### config.mk
export PLATFORM = sky130hd
export DESIGN_NAME = muldiv_unit
export DESIGN_NICKNAME = d
export VERILOG_FILES = /design/src/rtl/muldiv_unit.sv
export SDC_FILE = /design/constraint.sdc
export NUM_CORES = 1
export LEC_CHECK = 0
export CAP_MARGIN = 40
export CORE_UTILIZATION = 50
export CTS_CLUSTER_DIAMETER = 40
export DETAILED_ROUTE_END_ITERATION = 8
export PLACE_DENSITY = 0.79
export SYNTH_ARGS = -nofsm -noshare
export SYNTH_HDL_FRONTEND = slang
export SYNTH_SLANG_ARGS = --single-unit
### constraint.sdc
create_clock -name clk -period 3.86 [get_ports clk]
set_input_delay 0.965 -clock clk [delete_from_list [all_inputs] [get_ports clk]]
set_output_delay 0.965 -clock clk [all_outputs]
set_load 0.02 [all_outputs]
### src/rtl/muldiv_unit.sv
// Multiply/divide unit with HI/LO result registers (MULT, MULTU, DIV, DIVU, MTHI/MTLO).
// Iterative radix-2 datapath; FAST_MUL=1 computes the product in one cycle instead.
//
// state | meaning
// IDLE  | waiting for start; HI/LO hold the last result
// RUN   | one shift-add or restoring-divide step per cycle, WIDTH cycles
// FIX   | sign correction and HI/LO write-back
module muldiv_unit #(
  parameter int WIDTH    = 32,
  parameter bit FAST_MUL = 1'b0
) (
  input  logic             clk,
  input  logic             rst,
  input  logic             start,
  input  logic [1:0]       op,
  input  logic [WIDTH-1:0] a_i,
  input  logic [WIDTH-1:0] b_i,
  input  logic             cancel,
  input  logic             hi_we,
  input  logic             lo_we,
  input  logic [WIDTH-1:0] hi_wdata,
  input  logic [WIDTH-1:0] lo_wdata,
  output logic             busy,
  output logic             done,
  output logic             div_zero,
  output logic [WIDTH-1:0] hi_o,
  output logic [WIDTH-1:0] lo_o
);

  localparam int CW = $clog2(WIDTH);

  typedef enum logic [1:0] {IDLE, RUN, FIX} stateT;

  stateT            state;
  logic             isDiv;
  logic             negRes;
  logic             negRem;
  logic             divZeroFlag;
  logic [CW-1:0]    cnt;
  logic [WIDTH-1:0] acc;
  logic [WIDTH-1:0] mq;
  logic [WIDTH-1:0] opB;
  logic [WIDTH-1:0] hiReg;
  logic [WIDTH-1:0] loReg;

  logic             signedOp, aNeg, bNeg;
  logic [WIDTH-1:0] absA, absB;
  logic [2*WIDTH-1:0] fastProd;
  logic [WIDTH:0]   mulSum;
  logic [WIDTH:0]   divShift;
  logic             divFits;
  logic [WIDTH-1:0] divSub;
  logic [2*WIDTH-1:0] prodFix;
  logic [WIDTH-1:0] quoFix, remFix;

  assign signedOp = ~op[0];
  assign aNeg     = signedOp & a_i[WIDTH-1];
  assign bNeg     = signedOp & b_i[WIDTH-1];
  assign absA     = aNeg ? -a_i : a_i;
  assign absB     = bNeg ? -b_i : b_i;
  assign fastProd = {{WIDTH{1'b0}}, absA} * {{WIDTH{1'b0}}, absB};

  // Multiply: {acc, mq} shifts right, adding the multiplicand when the low multiplier bit is set.
  assign mulSum   = {1'b0, acc} + (mq[0] ? {1'b0, opB} : '0);

  // Divide: acc is the partial remainder, mq shifts dividend bits out and quotient bits in.
  assign divShift = {acc, mq[WIDTH-1]};
  assign divFits  = divShift >= {1'b0, opB};
  assign divSub   = divShift[WIDTH-1:0] - opB;

  assign prodFix  = negRes ? -{acc, mq} : {acc, mq};
  assign quoFix   = negRes ? -mq : mq;
  assign remFix   = negRem ? -acc : acc;

  assign busy = (state != IDLE);
  assign hi_o = hiReg;
  assign lo_o = loReg;

  always_ff @(posedge clk) begin
    if (rst) begin
      state       <= IDLE;
      isDiv       <= 1'b0;
      negRes      <= 1'b0;
      negRem      <= 1'b0;
      divZeroFlag <= 1'b0;
      cnt         <= '0;
      acc         <= '0;
      mq          <= '0;
      opB         <= '0;
      hiReg       <= '0;
      loReg       <= '0;
      done        <= 1'b0;
      div_zero    <= 1'b0;
    end else begin
      done     <= 1'b0;
      div_zero <= 1'b0;
      if (hi_we) hiReg <= hi_wdata;
      if (lo_we) loReg <= lo_wdata;

      case (state)
        IDLE: begin
          if (start && !cancel) begin
            isDiv       <= op[1];
            negRes      <= aNeg ^ bNeg;
            negRem      <= aNeg;
            divZeroFlag <= op[1] && (b_i == '0);
            cnt         <= CW'(WIDTH - 1);
            if (op[1]) begin
              acc   <= '0;
              mq    <= absA;
              opB   <= absB;
              state <= (b_i == '0) ? FIX : RUN;
            end else if (FAST_MUL) begin
              {acc, mq} <= fastProd;
              opB       <= absA;
              state     <= FIX;
            end else begin
              acc   <= '0;
              mq    <= absB;
              opB   <= absA;
              state <= RUN;
            end
          end
        end

        RUN: begin
          if (cancel) begin
            state <= IDLE;
          end else begin
            if (isDiv) begin
              acc <= divFits ? divSub : divShift[WIDTH-1:0];
              mq  <= {mq[WIDTH-2:0], divFits};
            end else begin
              acc <= mulSum[WIDTH:1];
              mq  <= {mulSum[0], mq[WIDTH-1:1]};
            end
            if (cnt == '0) state <= FIX;
            else           cnt   <= cnt - 1'b1;
          end
        end

        FIX: begin
          state <= IDLE;
          if (!cancel) begin
            done     <= 1'b1;
            div_zero <= divZeroFlag;
            // Result write is placed after the direct writes so it wins on a shared edge.
            if (!divZeroFlag) begin
              if (isDiv) begin
                hiReg <= remFix;
                loReg <= quoFix;
              end else begin
                {hiReg, loReg} <= prodFix;
              end
            end
          end
        end

        default: state <= IDLE;
      endcase
    end
  end

endmodule

==> out/metrics.yaml, run 1 <==
clock_latency_ns: 0.46
switching_share: 0.360
arrival_ns: 4.10
ff2ff_setup_slack_ns: 0.12
irDropWorstVdd_uv: 265
grt_pass1_vias: 15500
dpl.hpwl_mm: 40.5
core.rowCount: 63
switchingPower_mw: 1.98
fp.dieH_um: 175
worstHoldPathType: "reg2reg"
drc: 0
die_x_um: 175
final_util: 0.628
syn_inst: 2040
cts_root_buf: "clkbuf_16"
cts_tree: "done"
slew_violations: 0
syn_nets: 2248
p_int_mw: 3.53
pre_cts_ws_ns: 0.0140
io_pins: 203
outcome: "finished clean"
p_comb_frac: 0.316
cap_violations: 0
start_util: 0.508
ys_types: 76
gp_congestion: 0.976
cp_max_fo: 6
fmaxAchievable_mhz: 267
die_area_um2: 30800
synth_enable_flop_cells: 0
worstHoldEndpoint: "opB[29]"
ant_nets: 0
grtUsageMet1: 0.435
dr.pass1.iters: 5
grt_pass1_wl_mm: 81.6
synth_flop_cell: "dfxtp_1"
io_buffers: 202
finalSetupTns_ns: 0
fin_crit_ns: 3.74
area_growth_pct: 23.6
gr-total-overflow: 0
crit_required_ns: 4.22
fin_worst_skew_ns: 0.0194
p_total_mw: 5.51
path_class: "reg2reg"
async_reset_ff_frac: 0
place_inst: 2612
grtUsageTotal: 0.333
antenna_found_initial: 0
avgSynthCellArea_um2: 7.38
timing.final.crit_share: 0.969
worstSetupEndpointType: "flip-flop"
vias: 16300
fin_area_um2: 18600
vias_per_cell: 6.16
htreeDepth: 4
worstHoldPathCells: 2
reg2regPathDepth: 10
cp-start-kind: "flip-flop"
worst_slew_pin_slew_ns: 0.910
rsz0062_at_grt: "false"
whs_ns: 0.454
netlist_area_um2: 15100
grtUsageMet3: 0.0701
clock_path_buffers: 2
setup_ws_ns: 0.121
core-area_um2: 29600
power_frac_seq: 0.361
placed_area_um2: 18000
grt_max_degree: 68
drive_gt1_frac: 0.0855
worstHoldStart: "opB[29]"
r2r_end: "hi_o[19]"
pwr-share-clk: 0.323
hold_viol_final: 0
grt_busiest_layer: "met2"
wirelength_mm: 52.1
r2r-start: "mq[13]"
setup_violations: 0
drt_iter0_drc: 1844
fin_nets: 2452
clock_sinks: 173
wl_per_cell_um: 19.7
cts_buffers: 17
relSlewSlack: 0.393
p_leak_nw: 7.89
synth-warning-count: 0
layout.cells.non_filler: 2647
synth-seq-cells: 173
use_met2: 0.525
yosysSeqAreaShare: 0.230
cts.clk_slew.worst_paths_ns: 0.09
power_per_cell_area_nw_per_um2: 296
num_antenna_cells: 0
[layer usage]
metal / vias to the layer above / part of all wire
met5: - / 0
met4: 0 / 0.039
met3: 127 / 0.095
met2: 782 / 0.44
met1: 7596 / 0.43
li1: 7800 / -
[critical path, cell delays in order, from the launching register on]
cell	delay, ns
dfxtp_1	0.32
or4_4	0.60
nor4_4	0.36
or4b_4	0.59
or4_4	0.55
buf_4	0.19
nor4_4	0.32
buf_4	0.19
a221oi_1	0.09
xnor2_1	0.20
a211oi_1	0.24
[final cells by class]
cell class                      instances  area (µm²)
Clock buffer                           18         439
Clock inverter                         14         168
Fill cell                            2641       11000
Inverter                               62         233
Multi-Input combinational cell       1664       10800
Sequential cell                       173        3470
Tap cell                              390         488
Timing Repair Buffer                  326        2980
[state kept, by name, summed over array words and instances, names as in the netlist]
name	cells
acc	32
cnt	5
divZeroFlag	1
div_zero	1
done	1
hi_o	32
isDiv	1
lo_o	32
mq	32
negRem	1
negRes	1
opB	32
state	2
[cells by family after synthesis]
| family | share of synthesized area |
|---|---|
| mux | 0.0830 |
| compound gates | 0.264 |
| xor+xnor | 0.0995 |
| buf+inv | 0.0523 |
| flops | 0.230 |
| fa+ha+maj | 0.0609 |
| simple gates | 0.210 |
[worst max-delay path by stage]
stage,depth (start not counted),end,slack [ns],from
2_1_floorplan,11,hi_o[23],0.52,mq[6]
3_3_place_gp,9,hi_o[21],-0.02,mq[13]
3_5_place_dp,9,hi_o[21],0.01,mq[13]
4_1_cts,9,hi_o[21],0.14,mq[13]
5_1_grt,12,acc[11],0.004,acc[13]
6_report,10,hi_o[19],0.12,mq[13]
[synth_stat cells, types with 4 or more instances]
cell type / count / area share
a2111oi_0: 5 / 0.0029
a211o_1: 4 / 0.0023
a211oi_1: 95 / 0.047
a21o_1: 38 / 0.019
a21oi_1: 161 / 0.054
a221oi_1: 6 / 0.0035
a22o_1: 10 / 0.0058
a22oi_1: 8 / 0.0040
a311oi_1: 15 / 0.0087
a31oi_1: 18 / 0.0075
a41oi_1: 4 / 0.0023
and2_1: 5 / 0.0021
and3_1: 11 / 0.0046
buf_1: 14 / 0.0035
clkbuf_1: 121 / 0.030
dfxtp_1: 173 / 0.23
ha_1: 70 / 0.058
inv_1: 61 / 0.015
mux2_2: 7 / 0.0052
mux2i_1: 117 / 0.078
nand2_1: 192 / 0.048
nand2b_1: 20 / 0.0083
nand3_1: 34 / 0.011
nand4_1: 16 / 0.0067
nor2_1: 257 / 0.064
nor2b_1: 16 / 0.0067
nor3_1: 47 / 0.016
nor3b_1: 7 / 0.0035
nor4_1: 22 / 0.0091
o211ai_1: 18 / 0.0090
o21a_1: 14 / 0.0070
o21ai_0: 119 / 0.040
o21bai_1: 8 / 0.0040
o221ai_1: 4 / 0.0023
o22ai_1: 14 / 0.0058
o31a_1: 5 / 0.0029
o31ai_1: 29 / 0.014
o41ai_1: 10 / 0.0058
or2_2: 9 / 0.0037
or3_1: 21 / 0.0087
or4_1: 10 / 0.0050
xnor2_1: 98 / 0.057
xor2_1: 73 / 0.042
[what timing repair did]
action                                  in CTS  in global routing
pin swaps                                    0                  2
gates resized for setup                      1                  1
setup buffers                                0                  3
hold buffers                                 0                  0
gates cloned                                 0                  0
endpoints found under the hold margin        0                  0
endpoints found under the setup margin       1                  3
[layout by cell type, fill, tap and decap left out, drive strengths merged, types with 8 or more instances in the layout]
cell,n
mux2i,117
nand2,192
dfxtp,173
a311oi,16
or4,12
o21ai,122
clkdlybuf4s50,198
o21a,14
a211oi,95
a31oi,18
nand2b,20
or3,21
xnor2,98
nor2,257
nor3,47
a21o,38
a22o,10
nand4,16
xor2,73
nor2b,16
o41ai,11
o31ai,29
o21bai,8
nand3,34
or2,9
a22oi,8
inv,68
a21oi,162
clkinv,8
ha,70
nor4,24
o211ai,18
clkbuf,18
o22ai,14
and3,11
buf,128
[power by group through the flow]
stage	combinational, mW	clock (mW)	sequential (mW)
finish	1.74	1.78	1.99
global route	1.87	1.87	2.00
CTS	1.70	1.79	1.98
detailed placement	1.69	0	2.02
global placement	1.66	0	2.02
floorplan	1.02	0	2.04
(Power assumes the default switching activity.)
==> run 2, diff against run 1 <==
CORE_ASPECT_RATIO = 0.6   (was unset)
==> run 2 against run 1 <==
Net effect:
- setup slack worse by 0.039 ns
- maximum frequency decreased by 1.0%
- routed wire length rose by 8.5%
- register-to-register slack got worse by 0.04 ns
- critical path depth is 1 lower
- combinational power rose by 4%
- sequential power hardly changed
- die area about the same
- core utilization rose by 1.0 points
- first-iteration DRC count increased by 9.8%
- count of clock-buffer cells in the layout fell by 1
- critical path type unchanged
- critical endpoint is now hi_o[21]
- largest cell class unchanged
- highest routed layer is now met5
==> out/metrics.yaml, run 2 (synthesis gave the netlist of run 1 again) <==
crit_buf_inv: 0  # was 2
path_cells: "or4_4 > nor4_4 > or4b_4 > or4_1 > o31ai_1 > a21oi_1 > o31ai_1 > xor2_1 > a211oi_1"  # was or4_4 > nor4_4 > or4b_4 > or4_4 > buf_4 > nor4_4 > buf_4 > a221oi_1 > xnor2_1 > a211oi_1
grt_pass1_vias: 14700  # was 15500
p_leak_nw: 7.89  # about the same
ant_nets: 0  # unchanged
wirelength_mm: 56.5  # was 52.1 mm
ctsHoldBuffers: 0  # unchanged
io_pins: 203  # unchanged
finalSetupTns_ns: 0  # unchanged
cts_tree: "done"  # unchanged
cts.clk_slew.worst_paths_ns: 0.08  # was 0.09 ns
clock_path_buffers: 2  # unchanged
die_area_um2: 30800  # about the same
setup_violations: 0  # unchanged
vias_per_cell: 6.22  # was 6.16
crit_required_ns: 4.17  # was 4.22 ns
grt_max_degree: 106  # was 68
hold_viol_final: 0  # unchanged
place_inst: 2625  # was 2612
antenna_found_initial: 2  # was 0
cpPeakStageDelay_ns: 0.61  # was 0.60 ns
outcome: "finished clean"  # unchanged
fin_nets: 2454  # was 2452
worstHoldPathCells: 2  # unchanged
clock_latency_ns: 0.46  # about the same
fin_crit_ns: 3.78  # was 3.74 ns
layout_commonest_cell: "nor2_1"  # unchanged
fmaxAchievable_mhz: 265  # was 267 MHz
worst_slew_pin_slew_ns: 0.863  # was 0.910 ns
r2r_end: "hi_o[21]"  # was hi_o[19]
final_util: 0.638  # was 0.628
vias: 16600  # was 16300
cp_max_fo: 5  # was 6
grt_pass1_wl_mm: 85.0  # was 81.6 mm
slowest_stage: "or4_4"  # unchanged
reg2regPathDepth: 9  # was 10
cts_root_buf: "clkbuf_16"  # unchanged
worstHoldPathType: "reg2reg"  # unchanged
irDropWorstVdd_uv: 381  # was 265 µV
r2r-start: "mq[13]"  # unchanged
cap_violations: 0  # unchanged
ff2ff_setup_slack_ns: 0.08  # was 0.12 ns
whs_ns: 0.454  # about the same
path_class: "reg2reg"  # unchanged
arrival_ns: 4.09  # was 4.10 ns
timing.final.crit_share: 0.979  # was 0.969
path_delay_family: "simple AND/OR/NAND/NOR gates"  # unchanged
relSlewSlack: 0.424  # was 0.393
die_x_um: 226  # was 175 µm
slew_violations: 0  # unchanged
drive_gt1_frac: 0.0859  # was 0.0855
drc: 0  # unchanged
core-area_um2: 29200  # was 29600 µm²
worstHoldEndpoint: "opB[25]"  # was opB[29]
final_cell_mix: "nor2_1 (256), clkdlybuf4s50_1 (198), nand2_1 (192)"  # unchanged
power_per_cell_area_nw_per_um2: 299  # was 296 nW/µm²
cts_buffers: 17  # unchanged
worstHoldStart: "opB[25]"  # was opB[29]
worstSetupEndpointType: "flip-flop"  # unchanged
grtUsageTotal: 0.359  # was 0.333
dr.pass1.iters: 8  # was 5
htreeDepth: 4  # unchanged
num-fill-cells: 2577  # was 2641
seq_area_um2: 3470  # unchanged
core.rowCount: 48  # was 63
gr-total-overflow: 0  # unchanged
drt_iter0_drc: 2025  # was 1844
cp_common_cell: "o31ai_1"
wl_per_cell_um: 21.3  # was 19.7 µm
start_util: 0.516  # was 0.508
fp.dieH_um: 136  # was 175 µm
area_growth_pct: 23.8  # was 23.6%
placed_area_um2: 18000  # about the same
multiInputGateArea_um2: 10800  # about the same
layout.cells.non_filler: 2660  # was 2647
fin_area_um2: 18600  # about the same
fin_worst_skew_ns: 0.0133  # was 0.0194 ns
io_buffers: 202  # unchanged
gp_congestion: 0.998  # was 0.976
dpl.hpwl_mm: 44.6  # was 40.5 mm
clock_sinks: 173  # unchanged
cp-start-kind: "flip-flop"  # unchanged
run 2: timing repair:
action                                 in CTS  in global routing
endpoints found under the hold margin       0                  0
setup endpoints to repair                   0                 15
resized for setup                           0                  2
setup buffers                               0                  2
run 2: report_power, final:
| part | internal (mW) | total, mW | switching, mW |
|---|---|---|---|
| Clock | 0.871 | 1.76 | 0.891 |
| Sequential | 1.88 | 1.99 | 0.107 |
| Combinational | 0.767 | 1.81 | 1.04 |
run 2: metal layers:
metal | up-vias | part of all wire | global-route usage
li1 | 7788 | - | -
met1 | 7741 | 0.45 | 0.534
met2 | 970 | 0.38 | 0.486
met3 | 54 | 0.15 | 0.124
met4 | 2 | 0.015 | 0.0733
met5 | - | 0.00014 | 0
run 2: worst max path at each step:
stage / cells after the start / to / slack [ns] / start
CTS: 10 / hi_o[7] / 0.03 / mq[13]
global placement: 10 / hi_o[27] / 0.09 / mq[13]
floorplan: 11 / hi_o[23] / 0.52 / mq[6]
global route: 11 / hi_o[7] / -0.02 / mq[13]
detailed placement: 10 / mq[21] / 0.03 / b_i[9]
finish: 9 / hi_o[21] / 0.08 / mq[13]
run 2: worst register-to-register path: cells and delay by family (launching register included):
kind | cells | cell delay [ns]
xor gates and xnor gates | 1 | 0.27
AOI/OAI and AO/OA | 4 | 0.96
DFF | 1 | 0.32
and+or+nand+nor | 4 | 2.09
run 2: per-stage QoR:
stage / worst slack [ns] / power, mW
detailed placement: 0.0258 / 3.76
finish: 0.0825 / 5.56
global placement: 0.0932 / 3.73
global route: -0.0158 / 5.78
CTS: 0.0326 / 5.50
floorplan: 0.520 / 3.06
run 2: area by class of cell:
class                           count  area share
Tap cell                          400      0.0269
Inverter                           62      0.0125
Sequential cell                   173       0.186
Antenna cell                        1    0.000134
Clock buffer                       17      0.0228
Timing Repair Buffer              328       0.161
Clock inverter                     15     0.00920
Multi-Input combinational cell   1664       0.581
==> run 3, diff against run 2 <==
CTS_BUF_LIST = sky130_fd_sc_hd__clkbuf_4 sky130_fd_sc_hd__clkbuf_8 sky130_fd_sc_hd__clkbuf_16   (was unset)
CTS_CLUSTER_DIAMETER = unset   (was 40)
DONT_BUFFER_PORTS = 1   (was unset)
PLACE_DENSITY = 0.7   (was 0.79)
==> run 3 against run 2 <==
Net effect:
- cell area down 12%
- sequential power up 3%
- first-iteration DRC count down 8.2%
- critical endpoint is now acc[27]
- worst hold slack better by 0.0035 ns
==> out/metrics.yaml, run 3 (synthesis gave the netlist of run 1 again) <==
dr.pass1.iters: 6  # was 8
crit_required_ns: 4.24  # was 4.17 ns
clock_path_buffers: 2  # unchanged
ant_nets: 0  # unchanged
grtUsageTotal: 0.354  # was 0.359
worstSetupEndpointType: "flip-flop"  # unchanged
grt_max_degree: 149  # was 106
cp-start-kind: "flip-flop"  # unchanged
grt_pass1_wl_mm: 82.4  # was 85.0 mm
rsz0062_at_grt: "false"
core.rowCount: 48  # unchanged
wl_per_cell_um: 22.7  # was 21.3 µm
worstHoldEndpoint: "opB[19]"  # was opB[25]
cts_root_buf: "clkbuf_16"  # unchanged
worstHoldPathType: "reg2reg"  # unchanged
worst_slew_pin_slew_ns: 0.721  # was 0.863 ns
finalSetupTns_ns: 0  # unchanged
slew_violations: 0  # unchanged
vias: 15500  # was 16600
worstHoldPathCells: 2  # unchanged
drc: 0  # unchanged
outcome: "finished clean"  # unchanged
start_util: 0.516  # unchanged
dpl.hpwl_mm: 43.6  # was 44.6 mm
drive_gt1_frac: 0.0804  # was 0.0859
io_pins: 203  # unchanged
cts_buffers: 17  # unchanged
path_class: "reg2reg"  # unchanged
wirelength_mm: 55.3  # was 56.5 mm
arrival_ns: 3.98  # was 4.09 ns
reg2regPathDepth: 13  # was 9
die_area_um2: 30800  # unchanged
setup_ws_ns: 0.255  # was 0.0825 ns
core-area_um2: 29200  # unchanged
antenna_found_initial: 5  # was 2
cp_max_fo: 7  # was 5
ff2ff_setup_slack_ns: 0.26  # was 0.08 ns
pre_cts_ws_ns: 0.256  # was 0.0258 ns
drt_iter0_drc: 1858  # was 2025
vias_per_cell: 6.40  # was 6.22
grt_pass1_vias: 13900  # was 14700
r2r-start: "acc[0]"  # was mq[13]
timing.final.crit_share: 0.934  # was 0.979
io_buffers: 0  # was 202
cts.clk_slew.worst_paths_ns: 0.07  # was 0.08 ns
setup_violations: 0  # unchanged
layout.cells.non_filler: 2430  # was 2660
irDropWorstVdd_uv: 291  # was 381 µV
hold_viol_final: 0  # unchanged
cap_violations: 0  # unchanged
final_cell_mix: "nor2_1 (256), nand2_1 (192), dfxtp_1 (172)"  # was nor2_1 (256), clkdlybuf4s50_1 (198), nand2_1 (192)
area_growth_pct: 8.90  # was 23.8%
fin_crit_ns: 3.60  # was 3.78 ns
r2r_end: "acc[27]"  # was hi_o[21]
p_leak_nw: 6.98  # was 7.89 nW
gp_congestion: 0.962  # was 0.998
power_per_cell_area_nw_per_um2: 322  # was 299 nW/µm²
relSlewSlack: 0.516  # was 0.424
gr-total-overflow: 0  # unchanged
clock_latency_ns: 0.47  # was 0.46 ns
fp.dieH_um: 136  # unchanged
fin_nets: 2223  # was 2454
die_x_um: 226  # unchanged
place_inst: 2395  # was 2625
cts_tree: "done"  # unchanged
clock_sinks: 173  # unchanged
fmaxAchievable_mhz: 277  # was 265 MHz
worstHoldStart: "opB[19]"  # was opB[25]
htreeDepth: 4  # unchanged
fin_worst_skew_ns: 0.0206  # was 0.0133 ns
layout_commonest_cell: "nor2_1"  # unchanged
==> run 3: cell count changes in the layout (fill, tap and decap cells not counted), moves of 2 or more <==
cell,delta
buf_12,-2
buf_2,-2
buf_4,-29
clkdlybuf4s50_1,-198
clkinv_8,-5
clkinvlp_4,+3
inv_6,-3
inv_8,+3
==> run 3: report_power, final <==
part	internal [mW]	switching (mW)
Clock	0.972	0.846
Sequential	1.89	0.154
Combinational	0.565	0.848
Total	3.42	1.85
==> run 3: worst max path at each step <==
stage | startpoint | endpoint | slack, ns | cells past startpoint
after floorplan | mq[6] | hi_o[23] | 0.52 | 11
after global placement | b_i[8] | mq[21] | 0.36 | 9
after detailed placement | mq[6] | hi_o[10] | 0.26 | 9
after CTS | mq[0] | acc[31] | 0.26 | 14
after global routing | mq[0] | acc[30] | 0.05 | 15
final | acc[0] | acc[27] | 0.26 | 13
==> run 3: area by class of cell <==
cell class	count	area, µm²
antenna	2	5.00
multi-input combinational	1664	10800
timing repair buffer	97	751
sequential	173	3470
fill	2846	12800
tap	400	500
clock buffer	19	464
inverter	62	236
clock inverter	13	143
==> run 3: layer usage <==
metal  vias to the layer above  routed length, µm  GRT usage
li1                       7354                  -          -
met1                      7257              25300      0.510
met2                       849              21300      0.476
met3                        80               7510      0.136
met4                         2               1110     0.0967
met5                         -                  8          0
==> run 3: metrics by stage <==
stage	hold WS [ns]	util	power [mW]	area [µm²]
final	0.457	0.562	5.27	16400
after global routing	0.465	0.561	5.49	16400
after global placement	0.436	0.539	3.43	15700
after detailed placement	0.443	0.540	3.44	15800
after floorplan	0.432	-	3.06	15100
after CTS	0.452	0.561	5.26	16400
==> run 3: what timing repair did <==
| item | CTS | global route |
|---|---|---|
| resized for setup | 0 | 2 |
| hold buffers | 0 | 0 |
| endpoints found under the setup margin | 0 | 1 |
| endpoints found under the hold margin | 0 | 0 |
| setup buffers | 0 | 0 |
==> run 3: critical path, cell delays in order, from the launching register on <==
cell      delay (ns)
dfxtp_1         0.59
ha_1            0.27
inv_1           0.06
fa_1            0.39
nand2b_1        0.18
a21oi_1         0.29
o221ai_1        0.29
a21o_1          0.28
buf_4           0.16
a21oi_1         0.26
a311oi_1        0.17
nor3_1          0.21
o221ai_1        0.17
o21ai_0         0.19
